[src/rtl/approx_loa_pkg.sv]
`default_nettype none
// ============================================================================
// Module      : approx_loa_pkg
// Description : Shared definitions for the Lower-part OR Adder (LOA).
//               Holds default sizing and a behavioural reference function.
//               The RTL uses the function in its assertions, and the bench
//               uses it as its model.
// Revision    : 1.0 - initial release
// ============================================================================
package approx_loa_pkg;

  localparam int LOA_WIDTH_DEFAULT  = 16;
  localparam int LOA_APPROX_DEFAULT = 8;
  localparam int LOA_MAX_WIDTH      = 64;

  typedef struct packed {
    logic                     cout;
    logic [LOA_MAX_WIDTH-1:0] sum;
  } loa_result_t;

  // Reference LOA for a w-bit adder whose low k bits are approximated.
  // The operands are zero-extended to 64 bits. Result bits at or above w
  // are zero.
  function automatic loa_result_t loa_ref(input logic [LOA_MAX_WIDTH-1:0] a,
                                          input logic [LOA_MAX_WIDTH-1:0] b,
                                          input int                       k,
                                          input int                       w);
    loa_result_t            r;
    logic                   c;
    logic [LOA_MAX_WIDTH-1:0] s;
    s = '0;
    c = 1'b0;
    // The carry guess comes from the top approximate bit pair. When k == w,
    // it also serves as the carry out.
    for (int i = 0; i < LOA_MAX_WIDTH; i++) begin
      if (k > 0 && i == k - 1) c = a[i] & b[i];
    end
    for (int i = 0; i < LOA_MAX_WIDTH; i++) begin
      if (i < w) begin
        if (i < k) begin
          s[i] = a[i] | b[i];
        end else begin
          s[i] = a[i] ^ b[i] ^ c;
          c    = (a[i] & b[i]) | (c & (a[i] ^ b[i]));
        end
      end
    end
    r.sum  = s;
    r.cout = c;
    return r;
  endfunction

  // Returns 1 when a computed {cout, sum} agrees with loa_ref.
  function automatic logic loa_check(input logic [LOA_MAX_WIDTH-1:0] a,
                                     input logic [LOA_MAX_WIDTH-1:0] b,
                                     input int                       k,
                                     input int                       w,
                                     input logic [LOA_MAX_WIDTH-1:0] sum,
                                     input logic                     cout);
    loa_result_t r;
    r = loa_ref(a, b, k, w);
    return (r.sum == sum) && (r.cout == cout);
  endfunction

endpackage
`default_nettype wire

[src/rtl/approx_loa_if.sv]
`default_nettype none
// ============================================================================
// Module      : approx_loa_if
// Description : Operand/result bundle for approx_loa.
//               master : drives in_valid, a and b, and receives the result.
//               slave  : the adder side.
//               Signals: in_valid, a[WIDTH], b[WIDTH] (request)
//                        out_valid, sum[WIDTH], cout (response)
// Revision    : 1.0 - initial release
// ============================================================================
interface approx_loa_if
  import approx_loa_pkg::*;
#(
  parameter int WIDTH = LOA_WIDTH_DEFAULT
) ();

  logic             in_valid;
  logic [WIDTH-1:0] a;
  logic [WIDTH-1:0] b;
  logic             out_valid;
  logic [WIDTH-1:0] sum;
  logic             cout;

  modport master (
    output in_valid, a, b,
    input  out_valid, sum, cout
  );

  modport slave (
    input  in_valid, a, b,
    output out_valid, sum, cout
  );

endinterface
`default_nettype wire

[src/rtl/approx_loa_rca.sv]
`default_nettype none
// ============================================================================
// Module      : approx_loa_rca
// Description : Exact N-bit ripple-carry adder with carry in and carry out.
//               This is a single combinational path with no internal
//               pipelining.
//               Ports: i_a[N], i_b[N], i_cin -> o_sum[N], o_cout
// Revision    : 1.0 - initial release
// ============================================================================
module approx_loa_rca #(
  parameter int N = 8
) (
  input  wire logic [N-1:0] i_a,
  input  wire logic [N-1:0] i_b,
  input  wire logic         i_cin,
  output logic      [N-1:0] o_sum,
  output logic              o_cout
);

  logic [N:0] w_carry;

  assign w_carry[0] = i_cin;

  for (genvar gi = 0; gi < N; gi++) begin : g_bit
    assign o_sum[gi]       = i_a[gi] ^ i_b[gi] ^ w_carry[gi];
    assign w_carry[gi + 1] = (i_a[gi] & i_b[gi]) | (w_carry[gi] & (i_a[gi] ^ i_b[gi]));
  end

  assign o_cout = w_carry[N];

endmodule
`default_nettype wire

[src/rtl/approx_loa.sv]
`default_nettype none
// ============================================================================
// Module      : approx_loa
// Description : Registered Lower-part OR Adder. The low APPROX_WIDTH bits
//               are the OR of the operands. The upper bits are an exact add
//               whose carry in is guessed from the top approximate bit pair.
//               The result is registered one cycle after in_valid.
//               Ports: clk, rst_n (async, active low)
//                      bus (slave): in_valid, a, b -> out_valid, sum, cout
// Revision    : 1.0 - initial release
// ============================================================================
module approx_loa
  import approx_loa_pkg::*;
#(
  parameter int WIDTH        = LOA_WIDTH_DEFAULT,
  parameter int APPROX_WIDTH = LOA_APPROX_DEFAULT
) (
  input  wire logic   clk,
  input  wire logic   rst_n,
  approx_loa_if.slave bus
);

  localparam int c_k  = APPROX_WIDTH;
  localparam int c_hi = WIDTH - APPROX_WIDTH;

  logic [WIDTH-1:0] w_next_sum;
  logic             w_next_cout;

  logic [WIDTH-1:0] r_sum;
  logic             r_cout;
  logic             r_out_valid;

  if (WIDTH < 2 || WIDTH > LOA_MAX_WIDTH || APPROX_WIDTH < 0 || APPROX_WIDTH > WIDTH) begin : g_bad_params
    $error("approx_loa: illegal WIDTH/APPROX_WIDTH combination");
  end

  // The three configurations differ in whether an OR lane, an adder, or
  // both exist. Each branch elaborates only the slices that are legal for it.
  if (c_k == 0) begin : g_exact
    approx_loa_rca #(.N(WIDTH)) u_rca (
      .i_a    (bus.a),
      .i_b    (bus.b),
      .i_cin  (1'b0),
      .o_sum  (w_next_sum),
      .o_cout (w_next_cout)
    );
  end else if (c_k == WIDTH) begin : g_all_or
    assign w_next_sum  = bus.a | bus.b;
    // No upper adder exists, so the carry guess is reported as cout.
    assign w_next_cout = bus.a[WIDTH-1] & bus.b[WIDTH-1];
  end else begin : g_split
    logic w_c_guess;

    assign w_next_sum[c_k-1:0] = bus.a[c_k-1:0] | bus.b[c_k-1:0];
    // If both top approximate bits are set, an exact add would have carried
    // out of the low part. Other low-part carries are dropped.
    assign w_c_guess = bus.a[c_k-1] & bus.b[c_k-1];

    approx_loa_rca #(.N(c_hi)) u_rca (
      .i_a    (bus.a[WIDTH-1:c_k]),
      .i_b    (bus.b[WIDTH-1:c_k]),
      .i_cin  (w_c_guess),
      .o_sum  (w_next_sum[WIDTH-1:c_k]),
      .o_cout (w_next_cout)
    );
  end

  // out_valid follows in_valid. The result registers load only on valid
  // cycles, so the last result stays visible while the input is idle.
  always_ff @(posedge clk or negedge rst_n) begin
    if (!rst_n) begin
      r_sum       <= '0;
      r_cout      <= 1'b0;
      r_out_valid <= 1'b0;
    end else begin
      r_out_valid <= bus.in_valid;
      if (bus.in_valid) begin
        r_sum  <= w_next_sum;
        r_cout <= w_next_cout;
      end
    end
  end

  assign bus.sum       = r_sum;
  assign bus.cout      = r_cout;
  assign bus.out_valid = r_out_valid;

`ifndef SYNTHESIS
  // The structural datapath must agree with the behavioural reference.
  always_ff @(posedge clk) begin
    if (rst_n && bus.in_valid) begin
      a_next_matches_ref : assert (loa_check(LOA_MAX_WIDTH'(bus.a), LOA_MAX_WIDTH'(bus.b),
                                             c_k, WIDTH,
                                             LOA_MAX_WIDTH'(w_next_sum), w_next_cout))
        else $error("approx_loa: datapath disagrees with loa_ref");
    end
  end
`endif

endmodule
`default_nettype wire

[src/flat_wrapper.sv]
// flat-port wrapper written by rule: the top's interface ports become plain ports
module approx_loa_flat import approx_loa_pkg::*;
#(
  parameter int WIDTH        = LOA_WIDTH_DEFAULT,
  parameter int APPROX_WIDTH = LOA_APPROX_DEFAULT
)
  (clk, rst_n, bus_in_valid, bus_a, bus_b, bus_out_valid, bus_sum, bus_cout);
  approx_loa_if #(.WIDTH(WIDTH)) bus_i ();
  input  wire logic clk;
  input  wire logic rst_n;
  input wire logic [$bits(bus_i.in_valid)-1:0] bus_in_valid;
  input wire logic [$bits(bus_i.a)-1:0] bus_a;
  input wire logic [$bits(bus_i.b)-1:0] bus_b;
  output wire logic [$bits(bus_i.out_valid)-1:0] bus_out_valid;
  output wire logic [$bits(bus_i.sum)-1:0] bus_sum;
  output wire logic [$bits(bus_i.cout)-1:0] bus_cout;
  assign bus_i.in_valid = bus_in_valid;
  assign bus_i.a = bus_a;
  assign bus_i.b = bus_b;
  assign bus_out_valid = bus_i.out_valid;
  assign bus_sum = bus_i.sum;
  assign bus_cout = bus_i.cout;
  approx_loa #(.WIDTH(WIDTH), .APPROX_WIDTH(APPROX_WIDTH)) u_core (.clk(clk), .rst_n(rst_n), .bus(bus_i));
endmodule
[config.mk]
export PLATFORM = sky130hd
export DESIGN_NAME = approx_loa_flat
export DESIGN_NICKNAME = d
export VERILOG_FILES = /design/src/rtl/approx_loa_pkg.sv /design/src/rtl/approx_loa_if.sv /design/src/rtl/approx_loa_rca.sv /design/src/rtl/approx_loa.sv /design/src/flat_wrapper.sv
export SDC_FILE = /design/constraint.sdc
export NUM_CORES = 1
export LEC_CHECK = 0
export ABC_AREA = 1
export CORE_AREA = 4 4 55 57
export CTS_CLUSTER_DIAMETER = 50
export DETAILED_ROUTE_END_ITERATION = 7
export DIE_AREA = 0 0 59 61
export GPL_TIMING_DRIVEN = 0
export MAX_ROUTING_LAYER = met4
export PLACE_DENSITY_LB_ADDON = 0.3
export SETUP_SLACK_MARGIN = 0.02
export SLEW_MARGIN = 40
export SYNTH_ARGS = -nofsm -noshare
export SYNTH_HDL_FRONTEND = slang
export SYNTH_SLANG_ARGS = --single-unit
[constraint.sdc]
create_clock -name clk -period 0.83 [get_ports clk]
set_clock_uncertainty 0.15 [all_clocks]
set_input_delay 0.2075 -clock clk [delete_from_list [all_inputs] [get_ports clk]]
set_output_delay 0.2075 -clock clk [all_outputs]
set_load 0.01 [all_outputs]
# Word level (Yosys, flattened, before mapping)
# Cells that the tools add are included.
# Widths: inputs -> output; s select.
dict set report totals {
  inputBits 35
  reg_bits 18
  elab_cells 45
  output_inout_bits 18
}
dict set report classes {
  bitwise 42
}
# operator count
set op_table {}
lappend op_table {{$and 1x1->1} 17}
lappend op_table {{$xor 1x1->1} 16}
lappend op_table {{$or 1x1->1} 8}
lappend op_table {{$or 8x8->8} 1}

# Logic depth before layout (Yosys ltp)
dict set report logic_depth {
  ltp_word 17
  ltp_mapped 12
  depth_no_buf 12
}

# By module
# A second synthesis with hierarchy kept.
dict set report hier_totals {
  cells_unflattened 93
  area_unflattened_um2 918.4
}
# module seq_area_each_um2 area_per_inst_um2 cells_each n_inst
set modules_own_cells {}
lappend modules_own_cells {approx_loa 450.4 720.7 75 1}
lappend modules_own_cells {approx_loa_rca 0.0 197.7 18 1}

# Worst setup path after synthesis
# Ideal clock, no wire load.
dict set report synth_path {
  path_kind {input port to flip-flop}
  from {input port bus_b[8]}
  to {register u_core.r_sum[15], in the netlist u_core.bus.sum[15]}
  path_stages 12
  required_time_ps 606
  setup_slack_ps -2500
  path_buffers 0
  setup_time_ps 74
  arrival_time_ps 3106
  cell_sequence {inv_1 -> fa_1 -> fa_1 -> inv_1 -> fa_1 -> fa_1 -> fa_1 -> fa_1 -> fa_1 -> inv_1 -> fa_1 -> o21ai_2}
}
dict set report synth_via {
  elab_chain_len 16
  elab_cells_between_ends 17
  cone_classes {bitwise: 17}
}
# element line_no
set synth_rtl {}
lappend synth_rtl {{from (decl)} flat_wrapper.sv:13} ;# input wire logic [$bits(bus_i.b)-1:0] bus_b;
lappend synth_rtl {{$xor 1x1->1} approx_loa_rca.sv:26} ;# assign w_carry[gi + 1] = (i_a[gi] & i_b[gi]) | (w_carry[gi] & (i_a[gi] ^ i_b[gi]));
lappend synth_rtl {{$and 1x1->1} approx_loa_rca.sv:26}
lappend synth_rtl {{$or 1x1->1 *} approx_loa_rca.sv:26}
lappend synth_rtl {{$and 1x1->1 *} approx_loa_rca.sv:26}
lappend synth_rtl {{$or 1x1->1 *} approx_loa_rca.sv:26}
lappend synth_rtl {{$and 1x1->1 *} approx_loa_rca.sv:26}
lappend synth_rtl {{$or 1x1->1 *} approx_loa_rca.sv:26}
lappend synth_rtl {{$and 1x1->1 *} approx_loa_rca.sv:26}
lappend synth_rtl {{$or 1x1->1 *} approx_loa_rca.sv:26}
lappend synth_rtl {{$and 1x1->1 *} approx_loa_rca.sv:26}
lappend synth_rtl {{$or 1x1->1 *} approx_loa_rca.sv:26}
lappend synth_rtl {{$and 1x1->1 *} approx_loa_rca.sv:26}
lappend synth_rtl {{$or 1x1->1 *} approx_loa_rca.sv:26}
lappend synth_rtl {{$and 1x1->1 *} approx_loa_rca.sv:26}
lappend synth_rtl {{$or 1x1->1 *} approx_loa_rca.sv:26}
lappend synth_rtl {{$xor 1x1->1 *} approx_loa_rca.sv:25} ;# assign o_sum[gi] = i_a[gi] ^ i_b[gi] ^ w_carry[gi];
lappend synth_rtl {{to (signal assigned)} approx_loa.sv:78} ;# r_sum <= w_next_sum;
lappend synth_rtl {{to (decl)} approx_loa.sv:29} ;# logic [WIDTH-1:0] r_sum;
# Mark *: on every way between the ends. The rest lies on a longest branch, timed or not.
# A chain may end at the register's enable or synchronous reset.

# Worst setup path in the final report
dict set report layout_path {
  from {input port bus_a[7]}
  to {register u_core.r_sum[15], in the netlist u_core.bus.sum[15]}
}
dict set report layout_via {
  elab_chain_len 16
}
# element line_no
set layout_rtl {}
lappend layout_rtl {{from (decl)} flat_wrapper.sv:12} ;# input wire logic [$bits(bus_i.a)-1:0] bus_a;
lappend layout_rtl {{$and 1x1->1} approx_loa.sv:57} ;# assign w_c_guess = bus.a[c_k-1] & bus.b[c_k-1];
lappend layout_rtl {{$and 1x1->1} approx_loa_rca.sv:26}
lappend layout_rtl {{$or 1x1->1} approx_loa_rca.sv:26}
lappend layout_rtl {{$and 1x1->1} approx_loa_rca.sv:26}
lappend layout_rtl {{$or 1x1->1} approx_loa_rca.sv:26}
lappend layout_rtl {{$and 1x1->1} approx_loa_rca.sv:26}
lappend layout_rtl {{$or 1x1->1} approx_loa_rca.sv:26}
lappend layout_rtl {{$and 1x1->1} approx_loa_rca.sv:26}
lappend layout_rtl {{$or 1x1->1} approx_loa_rca.sv:26}
lappend layout_rtl {{$and 1x1->1} approx_loa_rca.sv:26}
lappend layout_rtl {{$or 1x1->1} approx_loa_rca.sv:26}
lappend layout_rtl {{$and 1x1->1} approx_loa_rca.sv:26}
lappend layout_rtl {{$or 1x1->1} approx_loa_rca.sv:26}
lappend layout_rtl {{$and 1x1->1} approx_loa_rca.sv:26}
lappend layout_rtl {{$or 1x1->1} approx_loa_rca.sv:26}
lappend layout_rtl {{$xor 1x1->1} approx_loa_rca.sv:25}
# No other way between the ends.

==> run metrics <==
GPL Wtd Cong=0.680; final setup margin=-2270 ps; synth unique cells=9; Fillers=226; drc violations=0; vias per inst=4.35; layout cells sized above 1=41.2%; final-stage net count=192; Logic pwr share=34.0%; largest cells by area after synthesis=dfrtp_1 (51%), fa_1 (18%), nand2_1 (15%); failing checks=negative hold slack, negative setup slack; status=finished with violations; max incr delay on CP=430 ps; P_sw=0.662 mW; period utilization=373%; VDD IR max=0.854 mV; number of global-route vias before repair=822; post-synth top area share=50.9%; Top cell by count, worst path=fa_2; max-slew violations=0; unrepaired setup endpoints after global routing=yes; n_diodes=0; clk sinks=18; CTS tree=done; r2r setup slk=-190 ps; Die ar.=3600 sq um; delay-heaviest family, CP=adder cells; Hold WS=-319 ps; most common cell after layout, fill and taps aside=nand2_1; Post-DRT Antenna Nets=0; post-place setup slack=-3080 ps; die height=61 um; Worst Tran Pin Value=400 ps; Cell Int Power=1.72 mW; I/O Buffers=52; Worst path slowest cell=fa_2; final WL=2340 um; first-pass GRT wire length=3650 um; GRT Total Usage=14.3%; clk slew on worst S/H paths=100 ps; Tmin final=3100 ps; Syn-to-layout area delta=75.5%; initial core utilization=35.7%; worst path bufs/invs=3; critical path class=in2reg; WL per Instance=13.2 um; Fmax=0.323 GHz; clk_lat worst skew=280 ps; Gate Count Post-Synth=86; Leak=0.752 nW; maximum clock insertion buffer count=2; TritonCTS buffer count=3; syn nets=129; IO Pins=53; mean post-synth cell area=10.3 sq um; total grt overflow=0; footprint of the multi-input gates=425 sq um; clock root cell=clkbuf_4; Final Non-Filler Cells=178; largest net degree at the start of global routing=19; crit-path cells=buf_8 > nand2_8 > fa_2 > fa_2 > inv_2 > fa_2 > fa_2 > fa_2 > fa_2 > fa_2 > inv_2 > fa_2 > o21ai_2; total power=2.38 mW; Register Area=450 sq um; Slew headroom=73.3%; PwrDens=1530 nW/um^2; row count=18; Crit Path Max Fanout=2; Synth Cell Area=885 sq um; Vias=774; core box area=2480 sq um; TNS Setup=-17370 ps; final number of setup-violating endpoints=29; Yosys top cell by area=dfrtp_1; Yosys Warn Count=0; HPWL after DPL=1840 um; Tightest Hold Check Type=in2async; Hold Vio Cnt, Final=19; CTS H-tree depth=1; startpoint types=input pin; Setup crit end kind=flip-flop; Yosys reg bits=18; Initial DRC Count=22; Switching Fraction=27.8%; Worst Path Required=900 ps; Die W=59 um; initial antenna violation count=0; most frequent cells in the layout=nand2_1 (31), clkdlybuf4s50_1 (24), dfrtp_1 (18); Max Cap Viol=0; placed cell count=168; sequential group share of total power=44.4%; DRT Pass-1 Iters=4; clock share of power=21.6%; WP data arrival=3170 ps; Seq/Total Area, Yosys=50.9%
-- worst paths after layout --
kind / start / end / cells past startpoint
worst min register to register: u_core.bus.sum[5] / u_core.bus.sum[5] / 2
worst max-delay path: bus_a[7] / u_core.bus.sum[15] / 13
worst min-delay path: rst_n / u_core.bus.sum[2] / 1
worst max register to register: u_core.bus.sum[13] / u_core.bus.sum[13] / 4
max in group asynchronous: rst_n / u_core.bus.sum[10] / 1
min in group clk: bus_in_valid / u_core.bus.out_valid / 1
-- cell families after synthesis --
kind of cell | synth area share, %
adders and majority gates | 18.1
DFF | 50.9
buffers and inverters | 7.21
and+or+nand+nor | 15.3
AOI/OAI and AO/OA | 8.49
-- cell usage after synthesis --
| cell type | instances |
|---|---|
| buf_4 | 1 |
| buf_6 | 2 |
| dfrtp_1 | 18 |
| fa_1 | 8 |
| inv_1 | 8 |
| inv_2 | 1 |
| nand2_1 | 36 |
| o21ai_0 | 8 |
| o21ai_2 | 4 |
-- power by group through the flow --
stage	clock, mW	combinational [mW]	sequential [mW]
floorplan	0	0.239	1.12
global placement	0	0.768	1.06
detailed placement	0	0.794	1.07
CTS	0.538	0.739	1.05
global route	0.573	0.895	1.07
finish	0.516	0.809	1.06
-- worst register-to-register path: cells and delay by family, from the launching register on --
kind          cells  cell delay, ps
buf+inv           2             260
flops             1             410
simple gates      2             110
-- flip-flops by register name, summed over array words and instances, names as in the netlist --
register,flops
u_core.bus.sum,16
u_core.bus.cout,1
u_core.bus.out_valid,1
-- metal layers --
metal	track usage (%)	share of wire [%]	routed length (um)	up-vias
li1	-	-	-	385
met1	15.3	38	898	354
met2	25.9	52	1220	33
met3	1.91	8.5	200	2
met4	6.80	1.2	27	0
met5	-	0	0	-
-- timing repair --
item                                   CTS  global route
setup endpoints to repair               53            30
endpoints found under the hold margin   18            19
cloned                                   0             0
pin swaps                               12            13
setup buffers                            3             3
gates resized for setup                113            15
-- area by class of cell --
type | count | share of cell area, %
sequential | 18 | 29.0
buffer | 3 | 2.18
timing repair buffer | 58 | 33.8
clock buffer | 4 | 2.34
tap | 30 | 2.42
multi-input combinational | 56 | 27.4
inverter | 9 | 2.82
-- metrics by stage --
step	utilization, %	instance area, sq um
6_report	62.7	1550
2_1_floorplan	-	931
3_3_place_gp	60.1	1490
4_1_cts	59.7	1480
3_5_place_dp	60.1	1490
5_1_grt	62.7	1550
Note: power is estimated with default switching activity, not from simulation.
